**src/rtl/onehot_pkg.sv**
```systemverilog
// Shared types and sizing for the binary-to-one-hot pulse driver.
package onehot_pkg;

  typedef enum logic [1:0] {
    IDLE  = 2'd0,
    DRIVE = 2'd1,
    GAP   = 2'd2
  } state_t;

  localparam int BIN_W_DEF = 4;
  localparam int OH_W      = 2 ** BIN_W_DEF;
  localparam int CNT_W     = 8;

endpackage : onehot_pkg

```
**src/rtl/bin2onehot.sv**
```systemverilog
// Combinational binary-to-one-hot decoder; all-zero output while valid is low.
module bin2onehot #(
  parameter int BIN_W = 4
) (
  input  logic [BIN_W-1:0]      bin,
  input  logic                  valid,
  output logic [2**BIN_W-1:0]   onehot
);

  // NOTE: every combinational output gets a default first so no path leaves it unassigned (no latch).
  always_comb begin
    onehot = '0;
    if (valid) onehot[bin] = 1'b1;
  end

endmodule : bin2onehot

```
**src/rtl/onehot_pulse_driver.sv**
```systemverilog
// Drives one one-hot line per accepted index for HOLD_CYCLES, followed by an
// all-zero break-before-make gap of GAP_CYCLES.
module onehot_pulse_driver
  import onehot_pkg::*;
#(
  parameter int BIN_W       = BIN_W_DEF,
  parameter int HOLD_CYCLES = 4,
  parameter int GAP_CYCLES  = 1
) (
  input  logic                 clk,
  input  logic                 rst_n,
  input  logic                 enable,
  input  logic [BIN_W-1:0]     bin_in,
  input  logic                 bin_valid,
  output logic                 bin_ready,
  output logic [2**BIN_W-1:0]  onehot_out,
  output logic                 onehot_active,
  output logic                 busy
);

  localparam int               OHW       = 2 ** BIN_W;
  localparam logic [CNT_W-1:0] HOLD_LOAD = CNT_W'(HOLD_CYCLES - 1);
  localparam logic [CNT_W-1:0] GAP_LOAD  = CNT_W'(GAP_CYCLES - 1);
  localparam bit               HAS_GAP   = (GAP_CYCLES > 0);

  state_t           state_q, state_d;
  logic [CNT_W-1:0] cnt_q, cnt_d;
  logic [OHW-1:0]   onehot_q, onehot_d;
  logic             active_q, active_d;
  logic [OHW-1:0]   dec_onehot;
  logic             accept;

  assign bin_ready = rst_n && enable && (state_q == IDLE);
  assign accept    = bin_valid && bin_ready;

  bin2onehot #(.BIN_W(BIN_W)) u_dec (
    .bin    (bin_in),
    .valid  (accept),
    .onehot (dec_onehot)
  );

  // NOTE: sequential state uses non-blocking assignments so every flop samples pre-edge values.
  always_ff @(posedge clk or negedge rst_n) begin
    if (!rst_n) begin
      state_q  <= IDLE;
      cnt_q    <= '0;
      onehot_q <= '0;
      active_q <= 1'b0;
    end else begin
      state_q  <= state_d;
      cnt_q    <= cnt_d;
      onehot_q <= onehot_d;
      active_q <= active_d;
    end
  end

  always_comb begin
    state_d = state_q;
    cnt_d   = cnt_q;
    case (state_q)
      IDLE: begin
        if (accept) begin
          state_d = DRIVE;
          cnt_d   = HOLD_LOAD;
        end
      end
      DRIVE: begin
        // Dropping enable ends the code early but still honours the full gap.
        if (!enable || cnt_q == '0) begin
          if (HAS_GAP) begin
            state_d = GAP;
            cnt_d   = GAP_LOAD;
          end else begin
            state_d = IDLE;
            cnt_d   = '0;
          end
        end else begin
          cnt_d = cnt_q - CNT_W'(1);
        end
      end
      GAP: begin
        if (cnt_q == '0) state_d = IDLE;
        else             cnt_d   = cnt_q - CNT_W'(1);
      end
      default: begin
        state_d = IDLE;
        cnt_d   = '0;
      end
    endcase
  end

  // The line is only ever nonzero while heading into DRIVE, which keeps
  // the output one-hot-or-zero even from an illegal state encoding.
  always_comb begin
    onehot_d = '0;
    if (state_d == DRIVE) onehot_d = (state_q == IDLE) ? dec_onehot : onehot_q;
    active_d = |onehot_d;
  end

  assign onehot_out    = onehot_q;
  assign onehot_active = active_q;
  assign busy          = (state_q != IDLE);

endmodule : onehot_pulse_driver

```
**config.mk**
```make
export PLATFORM = sky130hd
export DESIGN_NAME = onehot_pulse_driver
export DESIGN_NICKNAME = d
export VERILOG_FILES = /design/src/rtl/onehot_pkg.sv /design/src/rtl/bin2onehot.sv /design/src/rtl/onehot_pulse_driver.sv
export SDC_FILE = /design/constraint.sdc
export NUM_CORES = 1
export LEC_CHECK = 0
export ABC_AREA = 1
export BUFFER_PORTS_ARGS = -buffer_cell sky130_fd_sc_hd__buf_2
export CAP_MARGIN = 40
export CELL_PAD_IN_SITES_DETAIL_PLACEMENT = 0
export CELL_PAD_IN_SITES_GLOBAL_PLACEMENT = 1
export CORE_AREA = 2 2 69 71
export CTS_BUF_LIST = sky130_fd_sc_hd__clkbuf_4 sky130_fd_sc_hd__clkbuf_8
export DETAILED_ROUTE_END_ITERATION = 16
export DIE_AREA = 0 0 71 73
export PLACE_DENSITY_LB_ADDON = 0.1
export SLEW_MARGIN = 20
export SYNTH_ARGS = -nofsm -noshare
export SYNTH_HDL_FRONTEND = slang
export SYNTH_SLANG_ARGS = --single-unit
```
**constraint.sdc**
```tcl
create_clock -name clk -period 1.38 [get_ports clk]
set_input_delay 0.276 -clock clk [delete_from_list [all_inputs] [get_ports clk]]
set_output_delay 0.276 -clock clk [all_outputs]
set_load 0.01 [all_outputs]
```
==> results.md, run 1 <==
- Worst Setup End Kind: primary output
- Slew Limit Fails: 0
- Syn Std Cell Area: 1590 sq um
- DR vias: 1575
- Iteration-0 DRC Markers: 38
- Final HPWL DP: 3240 um
- Yosys cell types: 21
- Sequential area share after synthesis: 0.425
- CTS root buf: clkbuf_8
- WP data required: 1100 ps
- DRC viols: 0
- Finished Cell Area: 2380 sq um
- Port Buf Inserts: 26
- Clk slew on worst S/H paths: 90 ps
- Largest net degree at the start of global routing: 28
- Routed WL per cell: 11.9 um
- Layout cells sized above 1: 0.453
- Final setup viols: 9
- PD cells: 558 nW/um^2
- Slew Limit Headroom: 0.760
- Tcrit/Tclk final: 1.05
- Sink Count: 27
- Achievable Freq: 691 MHz
- Post-synthesis cell count: 223
- Run status: complete, but fails checks
- Starting Density: 0.350
- Hold Fails Final Rpt: 0
- Syn avg cell area: 7.13 sq um
- Die Area: 5180 sq um
- Hold_buf cts: 0
- Post-route antenna net violation count: 0
- Post-synth EDFFs: 0
- Die height: 73 um
- Failing checks: negative setup slack
- P&R area growth vs syn: 49.5%
- H-tree levels: 1
- Yosys top cell by area: dfrtp_1
- Worst Slack Setup Final: -68.1 ps
- CTS tree: built
- Largest cells by area after synthesis: dfrtp_1 (43%), nand2_1 (13%), inv_1 (9.9%), nor2_1 (6.4%), o21ai_0 (6.0%)
- Top_reg_cell synth: dfrtp_1
- Ant diodes: 0
- Placer Congestion: 0.806
- Clock latency on the worst-skew pair: 270 ps
- Max VDD drop: 0.000368 V
- Worst Setup Path Type: flop to primary output
- Vias in the first global route: 1680
- Startpoint types: flop
- TritonCTS buffer count: 3
- Synthesized Nets: 232
- Tot GR Track Use: 0.183
- Synth warnings: 0
- DR vias/cell: 4.50
- Core Footprint: 4540 sq um
- Worst hold path type: primary input to async pin
- Synth top cells by count: nand2_1 (55), inv_1 (42), dfrtp_1 (27), nor2_1 (27), o21ai_0 (19)
- DIE WIDTH: 71 um
- Max-cap violations: 0
- Worst slew pin tran: 356 ps
- Area share of the largest cell type after synthesis: 0.425
- Placed inst area: 2110 sq um
- Pleak: 1.14 nW
- Worst Hold Slack: 9.84 ps
- Post-route insts no fill: 350
- Worst clock skew: 3.49 ps
- Cells after DPL: 340
- First-pass GRT wire length: 7470 um
- Nets: 306
- RSZ-0062 raised after global routing: yes
- Clock buffer depth: 2
- Most frequent cell after synthesis: nand2_1
- Routed WL: 4180 um
- I/O pin count: 27
- Crit path DAT: 1170 ps
- Critical path fanouts, max: 7
- Async SR Flop Fraction: 1.00
- Layout fillers: 451
- Row Count: 25
- Seq cells post-synth: 27
- Pre-antenna DRT Iters: 4
- Gr ovfl total: 0
- Min cycle time layout: 1450 ps
- Initial antenna violation count: 0
flip-flops by register name (all words and copies together) (netlist names):
name and count:
cnt_q 8, onehot_out 16, onehot_active 1, state_q 2
critical path, cell delays in order (launching register included):
cell     delay, ps
dfrtp_2        460
inv_2           90
nand2_4         90
buf_12         150
buf_6          110
through the flow:
step	setup TNS, ps	power, W	util	worst slack [ps]
finish	-268	0.00133	0.524	-68.1
global placement	-1880	0.000887	0.465	-150
CTS	-946	0.00135	0.501	-82.5
detailed placement	-2000	0.000886	0.465	-127
global route	-2850	0.00140	0.524	-188
floorplan	-1.94	0.000830	-	-1.94
layout by cell type (no fill, tap or decap), types with 3 or more instances in the layout:
master / netlist / final
buf_2: 1 / 24
nor2_1: 27 / 20
nand2_1: 55 / 50
nand2_4: 0 / 3
buf_6: 2 / 6
o21ai_2: 0 / 8
nand2_2: 3 / 5
inv_2: 1 / 7
buf_4: 1 / 40
nor2_2: 13 / 16
o21ai_0: 19 / 6
inv_1: 42 / 35
nor2_4: 2 / 6
xor2_1: 3 / 3
dfrtp_1: 27 / 26
o21ai_1: 10 / 14
clkbuf_8: 0 / 3
nand3_1: 8 / 5
cells by family (layout without fill, tap and decap cells):
logic type	Yosys count	after routing	synth area share
XOR/XNOR	3	3	0.0165
AO/OA/AOI/OAI	34	34	0.109
adder cells (fa/ha/maj)	1	1	0.00787
AND/OR/NAND/NOR	111	112	0.318
buffers and inverters	47	119	0.124
flip-flops	27	27	0.425
worst paths after layout:
| check | slack, ps | depth (start not counted) | startpoint | end |
|---|---|---|---|---|
| setup / recovery | -70 | 4 | state_q[1] | busy |
| hold / removal | 10 | 2 | rst_n | cnt_q[4] |
| setup reg to reg | -60 | 9 | cnt_q[1] | cnt_q[3] |
| hold reg to reg | 510 | 2 | cnt_q[1] | cnt_q[1] |
| max in group asynchronous | 1090 | 2 | rst_n | state_q[1] |
| min in group clk | 320 | 3 | bin_valid | onehot_out[15] |
power by group:
group / leakage, nW / switching, W / total [W] / internal [W]
clock network: 0.0255 / 0.000252 / 0.000454 / 0.000202
logic: 0.766 / 0.0000528 / 0.0000806 / 0.0000279
registers: 0.346 / 0 / 0.000790 / 0.000790
metal layers:
layer | part of all wire | up-vias | GRT usage
met1 | 0.44 | 723 | 0.220
met2 | 0.52 | 19 | 0.339
met4 | 0.026 | 0 | 0.0629
met3 | 0.017 | 10 | 0.0207
met5 | 0 | - | 0
li1 | - | 823 | -
area by class of cell:
class                   count  area, sq um  share of cell area
clock buffers               3         41.3              0.0174
flip-flops and latches     27          677               0.285
well taps                  54         67.6              0.0284
clock inverters             1         5.00             0.00211
inverters                  43          164              0.0690
multi-input cells         150          893               0.376
repair buffers             72          528               0.222
timing repair:
| item | CTS | global route |
|---|---|---|
| buffers inserted | 3 | 2 |
| pin swaps | 15 | 8 |
| cloned | 1 | 0 |
| gates resized for setup | 31 | 31 |
| endpoints found under the setup margin | 27 | 27 |
Power figures use the tool's default switching activity.
==> run 2, diff against run 1 <==
--- a/config.mk
+++ b/config.mk
@@ -5,16 +5,17 @@
 export SDC_FILE = /design/constraint.sdc
 export NUM_CORES = 1
 export LEC_CHECK = 0
-export ABC_AREA = 1
+export ABC_AREA = 0
 export BUFFER_PORTS_ARGS = -buffer_cell sky130_fd_sc_hd__buf_2
 export CAP_MARGIN = 40
 export CELL_PAD_IN_SITES_DETAIL_PLACEMENT = 0
 export CELL_PAD_IN_SITES_GLOBAL_PLACEMENT = 1
-export CORE_AREA = 2 2 69 71
+export CORE_AREA = 2 2 63 65
 export CTS_BUF_LIST = sky130_fd_sc_hd__clkbuf_4 sky130_fd_sc_hd__clkbuf_8
 export DETAILED_ROUTE_END_ITERATION = 16
-export DIE_AREA = 0 0 71 73
+export DIE_AREA = 0 0 65 67
 export PLACE_DENSITY_LB_ADDON = 0.1
+export SETUP_SLACK_MARGIN = 0.1
 export SLEW_MARGIN = 20
 export SYNTH_ARGS = -nofsm -noshare
 export SYNTH_HDL_FRONTEND = slang
==> run 2 against run 1 <==
Critical path type is now flop to flop. Sequential share of layout area shrank 0.86 points. Largest cell class unchanged. First-iteration DRC count grew 89%. Routed wire length grew 9.1%. The run still ends with negative setup slack left. Combinational power grew to 27 times the previous value.
==> results.md, run 2 <==
- Worst Slack Setup Final: -526 ps (-458 ps)
- Synthesized Nets: 150 (-35%)
- Clock Power Share: 0.127 (-0.216)
- Clk slew on worst S/H paths: 100 ps (about the same)
- Worst Setup End Kind: flop
- Tcrit/Tclk final: 1.38 (+0.332)
- DRC viols: 0 (unchanged)
- Post-synthesis cell count: 141 (-37%)
- Synth warnings: 0 (unchanged)
- Placed inst area: 1920 sq um (-9.1%)
- Sequential area share after synthesis: 0.482 (+0.0569)
- Die height: 67 um (-8.2%)
- H-tree levels: 1 (unchanged)
- Crit-path max cell delay: 570 ps (+110 ps)
- Most frequent cells in the layout: buf_4 (47), dfrtp_1 (26), buf_2 (25)
- Worst r2r path cells: 7 (-2)
- Internal: 0.00226 W (+120%)
- Critical-path cell list: or4_4 > buf_6 > o21ai_4 > buf_6 > a21oi_4 > xnor2_2 > nor2_2
- End of the worst register-to-register path: cnt_q[7]
- Pre-antenna DRT Iters: 4 (unchanged)
- Sw Pwr: 0.00136 W (+350%)
- Most common cell after layout, fill and taps aside: buf_4
- Row Count: 22 (-12%)
- DR vias/cell: 5.31 (+18%)
- Starting Density: 0.389 (+0.0383)
- Max VDD drop: 0.00120 V (+230%)
- Routed WL: 4560 um (+9.1%)
- Startpoint types: flop
- Crit path DAT: 2110 ps (+940 ps)
- DIE WIDTH: 65 um (-8.5%)
- Most frequent cell after synthesis: dfrtp_1
- Slowest CP cell: or4_4
- Most common cell on crit path: buf_6
- Run status: complete, but fails checks
- Pleak: 1.09 nW (-3.8%)
- Synth top cells by count: dfrtp_1 (27), nor2_1 (23), a22oi_1 (8), o21ai_0 (8)
- Placer Congestion: 0.851 (+5.6%)
- Max-cap violations: 0 (unchanged)
- Seq cells post-synth: 27 (unchanged)
- WP data required: 1590 ps (+490 ps)
- Achievable Freq: 525 MHz (-24%)
- Routed WL per cell: 16.4 um (+37%)
- Worst clock skew: 4.35 ps (+0.863 ps)
- Sink Count: 27 (unchanged)
- I/O pin count: 27 (unchanged)
- Max reg flops: 16 (unchanged)
- TritonCTS buffer count: 3 (unchanged)
- Tot GR Track Use: 0.213 (+0.0295)
- Post-synth EDFFs: 0 (unchanged)
- Largest cells by area after synthesis: dfrtp_1 (48%), nor2_1 (6.2%), a22oi_1 (4.3%), xnor2_1 (3.8%), o21ai_0 (2.9%)
- RSZ-0062 raised after global routing: yes
- Ant diodes: 0 (unchanged)
- Nets: 240 (-22%)
- Layout fillers: 303 (-33%)
- Clock buffer depth: 2 (unchanged)
- Post-route antenna net violation count: 0 (unchanged)
- Yosys top cell by area: dfrtp_1
- CTS root buf: clkbuf_8
- Core Footprint: 3610 sq um (-20%)
- CTS tree: built
- First-pass GRT wire length: 7110 um (-4.8%)
- Largest net degree at the start of global routing: 18 (-36%)
- Area share of the largest cell type after synthesis: 0.482 (+0.0569)
- Worst slew pin tran: 415 ps (+59.4 ps)
- Syn Std Cell Area: 1400 sq um (-12%)
- Critical path fanouts, max: 7 (unchanged)
- Gr ovfl total: 0 (unchanged)
- Top_reg_cell synth: dfrtp_1
- Hold Fails Final Rpt: 0 (unchanged)
- Finished Cell Area: 2450 sq um (+3.1%)
- Setup TNS: -12100 ps (-11830 ps)
- Worst hold path type: primary input to async pin
- Sequential power share: 0.272 (-0.324)
- Sw Ratio: 0.377 (+0.147)
- PD cells: 1480 nW/um^2 (+160%)
- Final setup viols: 29 (+20)
- Iteration-0 DRC Markers: 72 (+89%)
- R2R Setup Slk: -530 ps (-470 ps)
- Failing checks: negative setup slack
- Async SR Flop Fraction: 1.00 (unchanged)
- Layout cells sized above 1: 0.626 (+0.173)
- Slew Limit Headroom: 0.723 (-0.0378)
- Final HPWL DP: 2860 um (-12%)
- Syn avg cell area: 9.94 sq um (+39%)
- Initial antenna violation count: 0 (unchanged)
- Slew Limit Fails: 0 (unchanged)
- R2R Path Start: cnt_q[5]
- Clock latency on the worst-skew pair: 270 ps (about the same)
- Yosys cell types: 44 (+110%)
- Min cycle time layout: 1910 ps (+458 ps)
- Worst Setup Path Type: flop to flop
- Vias in the first global route: 1534 (-8.7%)
- Die Area: 4360 sq um (-16%)
- Port Buf Inserts: 26 (unchanged)
- P&R area growth vs syn: 74.8%
- Combinational power share: 0.601 (+0.540)
- DR vias: 1477 (-6.2%)
- Layout Utilization: 0.679 (+0.156)
run 2: cell type report:
type / count / area (sq um) / share of cell area
Multi-Input combinational cell: 106 / 963 / 0.393
Timing Repair Buffer: 89 / 686 / 0.280
Sequential cell: 27 / 677 / 0.276
Inverter: 4 / 15.0 / 0.00613
Clock buffer: 3 / 41.3 / 0.0169
Clock inverter: 1 / 7.51 / 0.00306
Tap cell: 48 / 60.1 / 0.0245
run 2: power groups by stage:
stage / sequential, W / clock (W) / combinational [W]
3_3_place_gp: 0.000985 / 0 / 0.00131
6_report: 0.000984 / 0.000461 / 0.00217
3_5_place_dp: 0.000990 / 0 / 0.00135
2_1_floorplan: 0.00101 / 0 / 0.000791
5_1_grt: 0.000997 / 0.000524 / 0.00232
4_1_cts: 0.000976 / 0.000480 / 0.00186
run 2: worst max-delay path by stage:
| stage | start | to | slack [ps] | depth (start not counted) |
|---|---|---|---|---|
| floorplan | cnt_q[5] | cnt_q[7] | -480 | 6 |
| global route | cnt_q[5] | cnt_q[7] | -550 | 7 |
| finish | cnt_q[5] | cnt_q[7] | -530 | 7 |
| global placement | cnt_q[5] | onehot_out[5] | -430 | 6 |
| detailed placement | cnt_q[0] | cnt_q[4] | -520 | 7 |
| CTS | cnt_q[3] | cnt_q[7] | -430 | 5 |
run 2: stage by stage:
stage                     cells  power, W  setup slack (ps)  hold slack [ps]
after global placement      254   0.00230              -435              265
after CTS                   271   0.00331              -430             11.4
final                       278   0.00362              -526             27.4
after floorplan             141   0.00180              -477            -19.6
after detailed placement    254   0.00234              -519              260
after global routing        278   0.00384              -551             19.2
run 2: metal layers:
layer	up-vias	wire (um)	share of wire	GRT usage
met5	-	0	0	0
li1	709	-	-	-
met4	0	79	0.017	0.0771
met2	27	2540	0.56	0.392
met3	8	113	0.025	0.0270
met1	733	1820	0.40	0.252
run 2: critical path: cells and delay by family, from the launching register on:
family | cells | cell delay, ps
and+or+nand+nor | 2 | 690
DFF | 1 | 400
AOI/OAI and AO/OA | 2 | 320
buffers and inverters | 2 | 300
xor gates and xnor gates | 1 | 130
run 2: timing repair:
action	in CTS	in global routing
endpoints found under the hold margin	7	0
gates resized for setup	39	36
setup buffers	10	8
hold buffers	1	0
pin swaps	14	21
gates cloned	2	0
endpoints found under the setup margin	29	29
run 2: cells by family (layout without fill, tap and decap cells):
group / after synthesis / count (layout) / synth area share
compound gates: 38 / 38 / 0.209
xor+xnor: 6 / 6 / 0.0375
fa+ha+maj: 1 / 1 / 0.00893
buf+inv: 10 / 97 / 0.0339
flops: 27 / 27 / 0.482
simple gates: 59 / 61 / 0.229
